**src/rtl/hazard_unit_pkg.sv**
```systemverilog
// Shared defaults and state encoding for the hazard unit.
// Optional load-use stalling is selected by LOAD_USE_STALL_EN.
package hazard_unit_pkg;

    localparam int unsigned HZ_CONTROL_SIZE = 10;
    localparam int unsigned HZ_REG_W        = 5;
    localparam int unsigned HZ_WAIT_MAX     = 3;

    typedef enum logic [1:0] {
        ST_IDLE      = 2'd0,
        ST_CTRL_WAIT = 2'd1
    } hz_state_e;

endpackage

```
**src/rtl/hazard_unit_load_use_cmp.sv**
```systemverilog
// Load-use comparator: an EX load whose non-zero destination feeds an ID source.
// Only present when LOAD_USE_STALL_EN is defined.
`ifdef LOAD_USE_STALL_EN
module hazard_load_use_cmp
    import hazard_unit_pkg::*;
#(
    parameter int unsigned REG_W = HZ_REG_W
) (
    input  logic             i_ex_mem_read,
    input  logic [REG_W-1:0] i_ex_rt,
    input  logic [REG_W-1:0] i_id_rs,
    input  logic [REG_W-1:0] i_id_rt,
    output logic             o_load_use
);

    assign o_load_use = i_ex_mem_read && (i_ex_rt != '0) &&
                        ((i_ex_rt == i_id_rs) || (i_ex_rt == i_id_rt));

endmodule
`endif

```
**src/rtl/hazard_unit.sv**
```systemverilog
// Pipeline hazard unit: load-use stall and control-hazard wait with timeout.
// Define LOAD_USE_STALL_EN to enable load-use stalling; otherwise loads never stall.
module hazard_unit
    import hazard_unit_pkg::*;
#(
    parameter int unsigned CONTROL_SIZE = HZ_CONTROL_SIZE,
    parameter int unsigned REG_W        = HZ_REG_W,
    parameter int unsigned WAIT_MAX     = HZ_WAIT_MAX
) (
    input  logic                    clock,
    input  logic                    reset,
    input  logic                    isJump,
    input  logic [REG_W-1:0]        idRs,
    input  logic [REG_W-1:0]        idRt,
    input  logic                    exMemRead,
    input  logic [REG_W-1:0]        exRt,
    input  logic                    resolveValid,
    input  logic                    resolveTaken,
    input  logic [CONTROL_SIZE-1:0] controlIn,
    output logic [CONTROL_SIZE-1:0] controlOut,
    output logic                    pcWrite,
    output logic                    ifIdWrite,
    output logic                    ifIdFlush,
    output logic                    waitTimeout,
    output logic [1:0]              hazardState
);

    localparam int unsigned CNT_W = $clog2(WAIT_MAX + 1);

    hz_state_e        r_state;
    hz_state_e        w_state_nxt;
    logic [CNT_W-1:0] r_wait_cnt;
    logic [CNT_W-1:0] w_wait_cnt_nxt;
    logic             r_timeout;
    logic             w_timeout_set;
    logic             w_load_use;
    logic             w_unused;

    // resolveTaken only steers the external PC mux.
`ifdef LOAD_USE_STALL_EN
    hazard_load_use_cmp #(
        .REG_W (REG_W)
    ) u_load_use_cmp (
        .i_ex_mem_read (exMemRead),
        .i_ex_rt       (exRt),
        .i_id_rs       (idRs),
        .i_id_rt       (idRt),
        .o_load_use    (w_load_use)
    );
    assign w_unused = resolveTaken;
`else
    assign w_load_use = 1'b0;
    assign w_unused   = ^{resolveTaken, exMemRead, exRt, idRs, idRt};
`endif

    always_ff @(posedge clock) begin
        if (!reset) begin
            r_state    <= ST_IDLE;
            r_wait_cnt <= '0;
            r_timeout  <= 1'b0;
        end else begin
            r_state    <= w_state_nxt;
            r_wait_cnt <= w_wait_cnt_nxt;
            r_timeout  <= r_timeout | w_timeout_set;
        end
    end

    always_comb begin
        w_state_nxt    = ST_IDLE;
        w_wait_cnt_nxt = r_wait_cnt;
        w_timeout_set  = 1'b0;
        controlOut     = '0;
        pcWrite        = 1'b0;
        ifIdWrite      = 1'b0;
        ifIdFlush      = 1'b0;

        if (reset) begin
            unique case (r_state)
                ST_IDLE: begin
                    if (w_load_use) begin
                        w_state_nxt = ST_IDLE;
                    end else if (isJump) begin
                        controlOut     = controlIn;
                        ifIdFlush      = 1'b1;
                        w_wait_cnt_nxt = '0;
                        w_state_nxt    = ST_CTRL_WAIT;
                    end else begin
                        controlOut = controlIn;
                        pcWrite    = 1'b1;
                        ifIdWrite  = 1'b1;
                    end
                end
                ST_CTRL_WAIT: begin
                    if (resolveValid) begin
                        pcWrite = 1'b1;
                    end else if (r_wait_cnt == CNT_W'(WAIT_MAX - 1)) begin
                        pcWrite       = 1'b1;
                        w_timeout_set = 1'b1;
                    end else begin
                        // Saturating so the counter can never wrap.
                        if (r_wait_cnt < CNT_W'(WAIT_MAX)) begin
                            w_wait_cnt_nxt = r_wait_cnt + CNT_W'(1);
                        end
                        w_state_nxt = ST_CTRL_WAIT;
                    end
                end
                default: w_state_nxt = ST_IDLE;
            endcase
        end
    end

    assign waitTimeout = r_timeout;
    assign hazardState = reset ? 2'(r_state) : 2'b00;

endmodule

```
**config.mk**
```make
export PLATFORM = sky130hd
export DESIGN_NAME = hazard_unit
export DESIGN_NICKNAME = d
export VERILOG_FILES = /design/src/rtl/hazard_unit_pkg.sv /design/src/rtl/hazard_unit_load_use_cmp.sv /design/src/rtl/hazard_unit.sv
export SDC_FILE = /design/constraint.sdc
export NUM_CORES = 1
export LEC_CHECK = 0
export CAP_MARGIN = 20
export CORE_AREA = 4 4 41 43
export DETAILED_ROUTE_END_ITERATION = 16
export DIE_AREA = 0 0 45 47
export DONT_BUFFER_PORTS = 1
export GPL_ROUTABILITY_DRIVEN = 0
export PLACE_DENSITY_LB_ADDON = 0.2
export SLEW_MARGIN = 20
export SYNTH_ARGS = -nofsm -noshare
export SYNTH_HDL_FRONTEND = slang
export SYNTH_HIERARCHICAL = 1
export SYNTH_SLANG_ARGS = --single-unit
```
**constraint.sdc**
```tcl
create_clock -name clock -period 1.5 [get_ports clock]
set_clock_uncertainty 0.15 [all_clocks]
set_input_delay 0.3 -clock clock [delete_from_list [all_inputs] [get_ports clock]]
set_output_delay 0.3 -clock clock [all_outputs]
set_load 0.03 [all_outputs]
```
==> flow_summary.ini, run 1 <==
[outcome]
status = complete, but fails checks
failed_checks = setup timing

[floorplanning]
die_y_um = 47
ios = 47
die-area_um2 = 2120
start_util_pct = 24.0
core_area_um2 = 1300
dieWidth_um = 45
rows = 13

[logic_synthesis]
synthArstFlopShare_pct = 0
syn_area_per_cell_um2 = 8.02
yosys_register_bits = 4
synthFlopType = dfxtp_1
synth_nets = 72
synth_top_area_share_pct = 26.0
synth_area_leaders = and2_1 26%, dfxtp_1 26%, ha_1 8.0%
synthCells = 39
synth_area_um2 = 313
synthDistinctLibCells = 18
yosys-top-cells-count = 13 x and2_1, 4 x dfxtp_1, 3 x nand3_1
ys_seq_area_share_pct = 25.6
synth_warnings = 6
synth_top_area_cell = and2_1
synth_enable_flop_cells = 0
yosysMostFrequentCell = and2_1

[place]
dp_cells = 53
port_buffers = 0

[grt]
grt_pass1_wl_um = 1240
grt.total_usage_pct = 8.68
antenna_found_initial = 0
grt_start_max_net_pins = 11
grt_pass1_vias = 305
grt-ovfl-total = 0

[pwr]
power.leakage_nw = 0.187
p_per_area_nw_per_um2 = 832
irDropWorstVdd_uv = 382

[layout]
fin_nets = 79
area_growth_pct = 42.0
drive_gt1_share_pct = 63.6
seq_area_um2 = 85.1
fin_cells = 59
multi_input_area_um2 = 277
num-fill-cells = 138
diodes = 0

[worst_setup_path]
crit_buf_inv = 1
cpMaxStageDelayCell = dfxtp_2
startpoint_type = flop
reg2regPathDepth = 5
worstPathMaxFanout = 2
path_class = reg2out
crit_cells = 4
r2r_setup_slack_ns = 0.06
cp-end-kind = output port
path_cells = inv_2 -> ha_4 -> o31a_1 -> and2_4
crit_required_ns = 1.05
cp.arrival_ns = 1.20
slowest_delay_ns = 0.32
path_delay_family = flip-flops

[detailed_routing]
wl_met3_um = 153
drt_iter0_drc = 2
vias = 297
viasPerCell = 5.03
wl_met1_um = 277
wl_per_cell_um = 15.4
remaining_drc_errors = 0
routed.top_layer = met4
wl_met2_um = 469
drtPass1Iterations = 2
routed_wl_um = 908
ant_nets = 0

[clocking]
cts-root-buf = clkbuf_4
cts_tree = built
clock_sinks = 4
clock_path_buffers = 2
clkTransAtPathRegs_ns = 0.04
insertion_delay_ns = 0.24
cts_buffers = 3
htreeDepth = 1

[timing]
finalSetupTns_ns = -0.358
hold_viol_final = 0
rsz0062_at_grt = yes
fin_ws_ns = -0.152
slew_violations = 0
fin_crit_ns = 1.65
setup_viol = 13
fmax_mhz = 605
finalCritPeriodShare_pct = 110

[worst_hold_path]
holdPathStages = 1
hold_class = in2reg

[run]
maxCapViolCount = 0
[stage by stage]
step / cell area [µm²] / util [%] / power (mW) / hold WS, ns / setup WS [ns]
global route: 444 / 34.1 / 0.390 / 0.0393 / -0.188
global placement: 334 / 25.7 / 0.210 / 0.270 / 0.0124
CTS: 424 / 32.6 / 0.371 / 0.0280 / -0.171
detailed placement: 334 / 25.7 / 0.211 / 0.274 / -0.00277
finish: 444 / 34.1 / 0.370 / 0.0316 / -0.152
floorplan: 318 / - / 0.206 / 0.314 / 0.00680
[worst register-to-register path: stages, from the launching register on]
cell,delay [ns]
dfxtp_2,0.31
buf_4,0.13
ha_1,0.22
nor4b_4,0.33
nand3_1,0.12
o21ai_0,0.09
[flip-flops by register name, summed over array words and instances, names as in the netlist]
signal and cells:
r_state 1, waitTimeout 1, r_wait_cnt 2
[power by group]
part / total, mW / switching, mW / internal, mW / leakage (nW)
clock network: 0.134 / 0.0442 / 0.0895 / 0.0138
logic: 0.121 / 0.0732 / 0.0478 / 0.140
registers: 0.115 / 0.00433 / 0.111 / 0.0336
[layout by cell type (no fill, tap or decap)]
| master | instances |
|---|---|
| and2_1 | 1 |
| and2_4 | 12 |
| and2b_2 | 2 |
| buf_4 | 3 |
| buf_6 | 1 |
| clkbuf_4 | 3 |
| conb_1 | 1 |
| dfxtp_1 | 2 |
| dfxtp_2 | 1 |
| dfxtp_4 | 1 |
| ha_1 | 1 |
| ha_4 | 1 |
| inv_2 | 2 |
| nand2b_1 | 1 |
| nand3_1 | 3 |
| nand3b_1 | 1 |
| nor2b_1 | 1 |
| nor2b_4 | 1 |
| nor3b_1 | 1 |
| nor4b_4 | 1 |
| o21a_1 | 1 |
| o21ai_0 | 2 |
| o31a_1 | 1 |
[per-layer routing]
metal	GRT usage [%]	up-vias
met3	8.05	2
met5	0	-
met4	3.51	0
met2	14.4	23
li1	-	134
met1	7.24	138
[final timing paths]
| path | start | endpoint |
|---|---|---|
| setup / recovery | r_wait_cnt[0] | pcWrite |
| hold / removal | reset | waitTimeout |
| setup reg to reg | r_wait_cnt[0] | r_wait_cnt[0] |
| hold reg to reg | r_wait_cnt[1] | r_wait_cnt[1] |
[logic make-up (layout without fill, tap and decap cells)]
logic type	Yosys count	in the layout	share of synthesized area (%)
simple gates	23	24	48.8
buf+inv	5	9	8.00
compound gates	4	4	8.40
flops	4	4	25.6
fa+ha+maj	2	2	8.00
other cells	1	1	1.20
[area by class of cell]
class	instances	area share (%)
clock buffers	3	5.07
inverters	2	1.69
multi-input cells	31	62.3
flip-flops and latches	4	19.2
well taps	15	4.23
repair buffers	4	7.61
[what timing repair did]
action / in CTS / in global routing
gates cloned: 1 / 0
setup buffers: 2 / 0
gates resized for setup: 29 / 4
endpoints found under the hold margin: 0 / 0
setup endpoints to repair: 13 / 15
hold buffers: 0 / 0
pin swaps: 3 / 14
(Power assumes the default switching activity.)
==> run 2, diff against run 1 <==
--- a/config.mk
+++ b/config.mk
@@ -15,5 +15,4 @@
 export SLEW_MARGIN = 20
 export SYNTH_ARGS = -nofsm -noshare
 export SYNTH_HDL_FRONTEND = slang
-export SYNTH_HIERARCHICAL = 1
 export SYNTH_SLANG_ARGS = --single-unit
==> constraint.sdc (replaced) <==
create_clock -name clock -period 2 [get_ports clock]
set_clock_uncertainty 0.15 [all_clocks]
set_input_delay 0.4 -clock clock [delete_from_list [all_inputs] [get_ports clock]]
set_output_delay 0.4 -clock clock [all_outputs]
set_load 0.03 [all_outputs]
==> run 2 against run 1 <==
  * The run now ends clean
  * Sequential share of layout area is 4.0 points higher
  * Sequential cell count unchanged
  * Cell area fell by 22%
  * Setup slack improved by 0.21 ns
  * Count of clock-buffer cells in the layout is the same
  * Largest power group unchanged
==> flow_summary.ini, run 2 <==
[pwr]
power.leakage_nw = 0.138
seqPwrFrac_pct = 34.2
p_switching_uw = 83.5
p_clk_share_pct = 38.5
intPower_uw = 166
comb_power_share_pct = 27.3
p_per_area_nw_per_um2 = 724
switching_share_pct = 33.4
irDropWorstVdd_uv = 282

[logic_synthesis]
ys_seq_area_share_pct = 25.6
synth_area_leaders = and2_1 26%, dfxtp_1 26%, ha_1 8.0%
yosysMostFrequentCell = and2_1
synthDistinctLibCells = 18
synth_warnings = 0
yosys_register_bits = 4
yosys-top-cells-count = 13 x and2_1, 4 x dfxtp_1, 3 x nand3_1
synthCells = 39
synthArstFlopShare_pct = 0
synth_area_um2 = 313
synth_top_area_cell = and2_1
synth_enable_flop_cells = 0
syn_area_per_cell_um2 = 8.02
synthFlopType = dfxtp_1
synth_top_area_share_pct = 26.0
synth_nets = 72

[floorplanning]
core_area_um2 = 1300
rows = 13
ios = 47
die-area_um2 = 2120
dieWidth_um = 45
start_util_pct = 24.0
die_y_um = 47

[clocking]
post_cts_buffers = 0
clock_path_buffers = 2
cts_tree = built
htreeDepth = 1
clkTransAtPathRegs_ns = 0.04
cts_buffers = 3
insertion_delay_ns = 0.23
cts_hold_buffers = 0
clock_sinks = 4
cts-root-buf = clkbuf_4

[timing]
rsz0062_at_grt = no
fmax_mhz = 516
fin_crit_ns = 1.94
setup_viol = 0
hold_ws_ns = 0.140
finalSetupTns_ns = 0
slew_violations = 0
finalCritPeriodShare_pct = 96.9
hold_viol_final = 0

[detailed_routing]
drt_iter0_drc = 3
routed_wl_um = 781
viasPerCell = 4.78
ant_nets = 0
remaining_drc_errors = 0
wl_per_cell_um = 14.2
drtPass1Iterations = 4
vias = 263

[worst_setup_path]
cp-end-kind = output port
crit_required_ns = 1.45
path_class = reg2out
reg2regPathDepth = 4
r2r_setup_slack_ns = 0.57
worstPathMaxFanout = 3
startpoint_type = flop
rr_endpoint = r_wait_cnt[1]
r2r-start = r_wait_cnt[0]
cp.arrival_ns = 1.39

[place]
dpl_cell_area_um2 = 322
port_buffers = 0
dp_cells = 52
dp_hpwl_um = 662

[grt]
grtUsageMet2_pct = 9.04
grt_pass1_vias = 220
antenna_found_initial = 0
grt-ovfl-total = 0
busiest_layer = met2
grt_pass1_wl_um = 931
grt_start_max_net_pins = 13
grt.total_usage_pct = 6.63
use_met1_pct = 6.80
gr-usage-met3_pct = 6.13

[layout]
area_growth_pct = 10.4
final_common_cell = and2_1
finalInstanceArea_um2 = 345
diodes = 0
fin_nets = 75
layout_common_cells = 12 x and2_1, 4 x dfxtp_1, 3 x nand3_1, 3 x clkbuf_4
largest_reg_flops = 2
drive_gt1_share_pct = 17.5
fin_cells = 55
regMostFlops = r_wait_cnt

[run]
maxCapViolCount = 0

[worst_hold_path]
hold_class = in2reg
hold_end = waitTimeout
holdPathStages = 1
min-delay-start = reset

[outcome]
status = complete, no violations
[run 2: worst max-delay path by stage]
stage                  start   endpoint  slack, ns
6_report       r_wait_cnt[0]    pcWrite       0.06
5_1_grt        r_wait_cnt[0]    pcWrite      0.005
4_1_cts        r_wait_cnt[0]    pcWrite       0.05
3_5_place_dp   r_wait_cnt[0]    pcWrite       0.29
3_3_place_gp   r_wait_cnt[0]    pcWrite       0.32
2_1_floorplan          reset  ifIdWrite       0.29
[run 2: what timing repair did]
action	in CTS	in global routing
endpoints found under the setup margin	0	1
hold endpoints to repair	0	0
resized for setup	0	1
[run 2: layer usage]
layer  vias to the layer above  wire length [µm]
met1                       119               323
met4                         0                 0
met2                        18               366
met5                         -                 0
li1                        126                 -
met3                         0                91
[run 2: area by class of cell]
cell class,count,area (µm²)
Fill cell,147,956
Multi-Input combinational cell,30,209
Sequential cell,4,80.1
Clock buffer,3,22.5
Tap cell,15,18.8
Timing Repair Buffer,1,7.51
Inverter,2,7.51
[run 2: cells by family after synthesis]
| group | Yosys count | share of synthesized area (%) |
|---|---|---|
| other cells | 1 | 1.20 |
| compound gates | 4 | 8.40 |
| buf+inv | 5 | 8.00 |
| simple gates | 23 | 48.8 |
| fa+ha+maj | 2 | 8.00 |
| flops | 4 | 25.6 |
[run 2: metrics by stage]
stage / utilization, % / setup WS, ns / total power [mW]
after floorplan: - / 0.293 / 0.152
after global placement: 24.7 / 0.322 / 0.154
after detailed placement: 24.7 / 0.292 / 0.155
after CTS: 26.4 / 0.0452 / 0.256
after global routing: 26.5 / 0.00505 / 0.267
final: 26.5 / 0.0611 / 0.250
[run 2: critical path, cell delays in order, from the launching register on]
cell and delay, ns:
dfxtp_1 0.34, inv_1 0.07, ha_1 0.23, o31a_1 0.26
and2_2 0.26
[run 2: power groups by stage]
stage               Clock, mW  Combinational, mW  Sequential, mW
CTS                     0.102             0.0685          0.0854
floorplan                   0             0.0664          0.0861
global placement            0             0.0674          0.0866
global route            0.110             0.0717          0.0857
finish                 0.0963             0.0682          0.0854
detailed placement          0             0.0684          0.0866
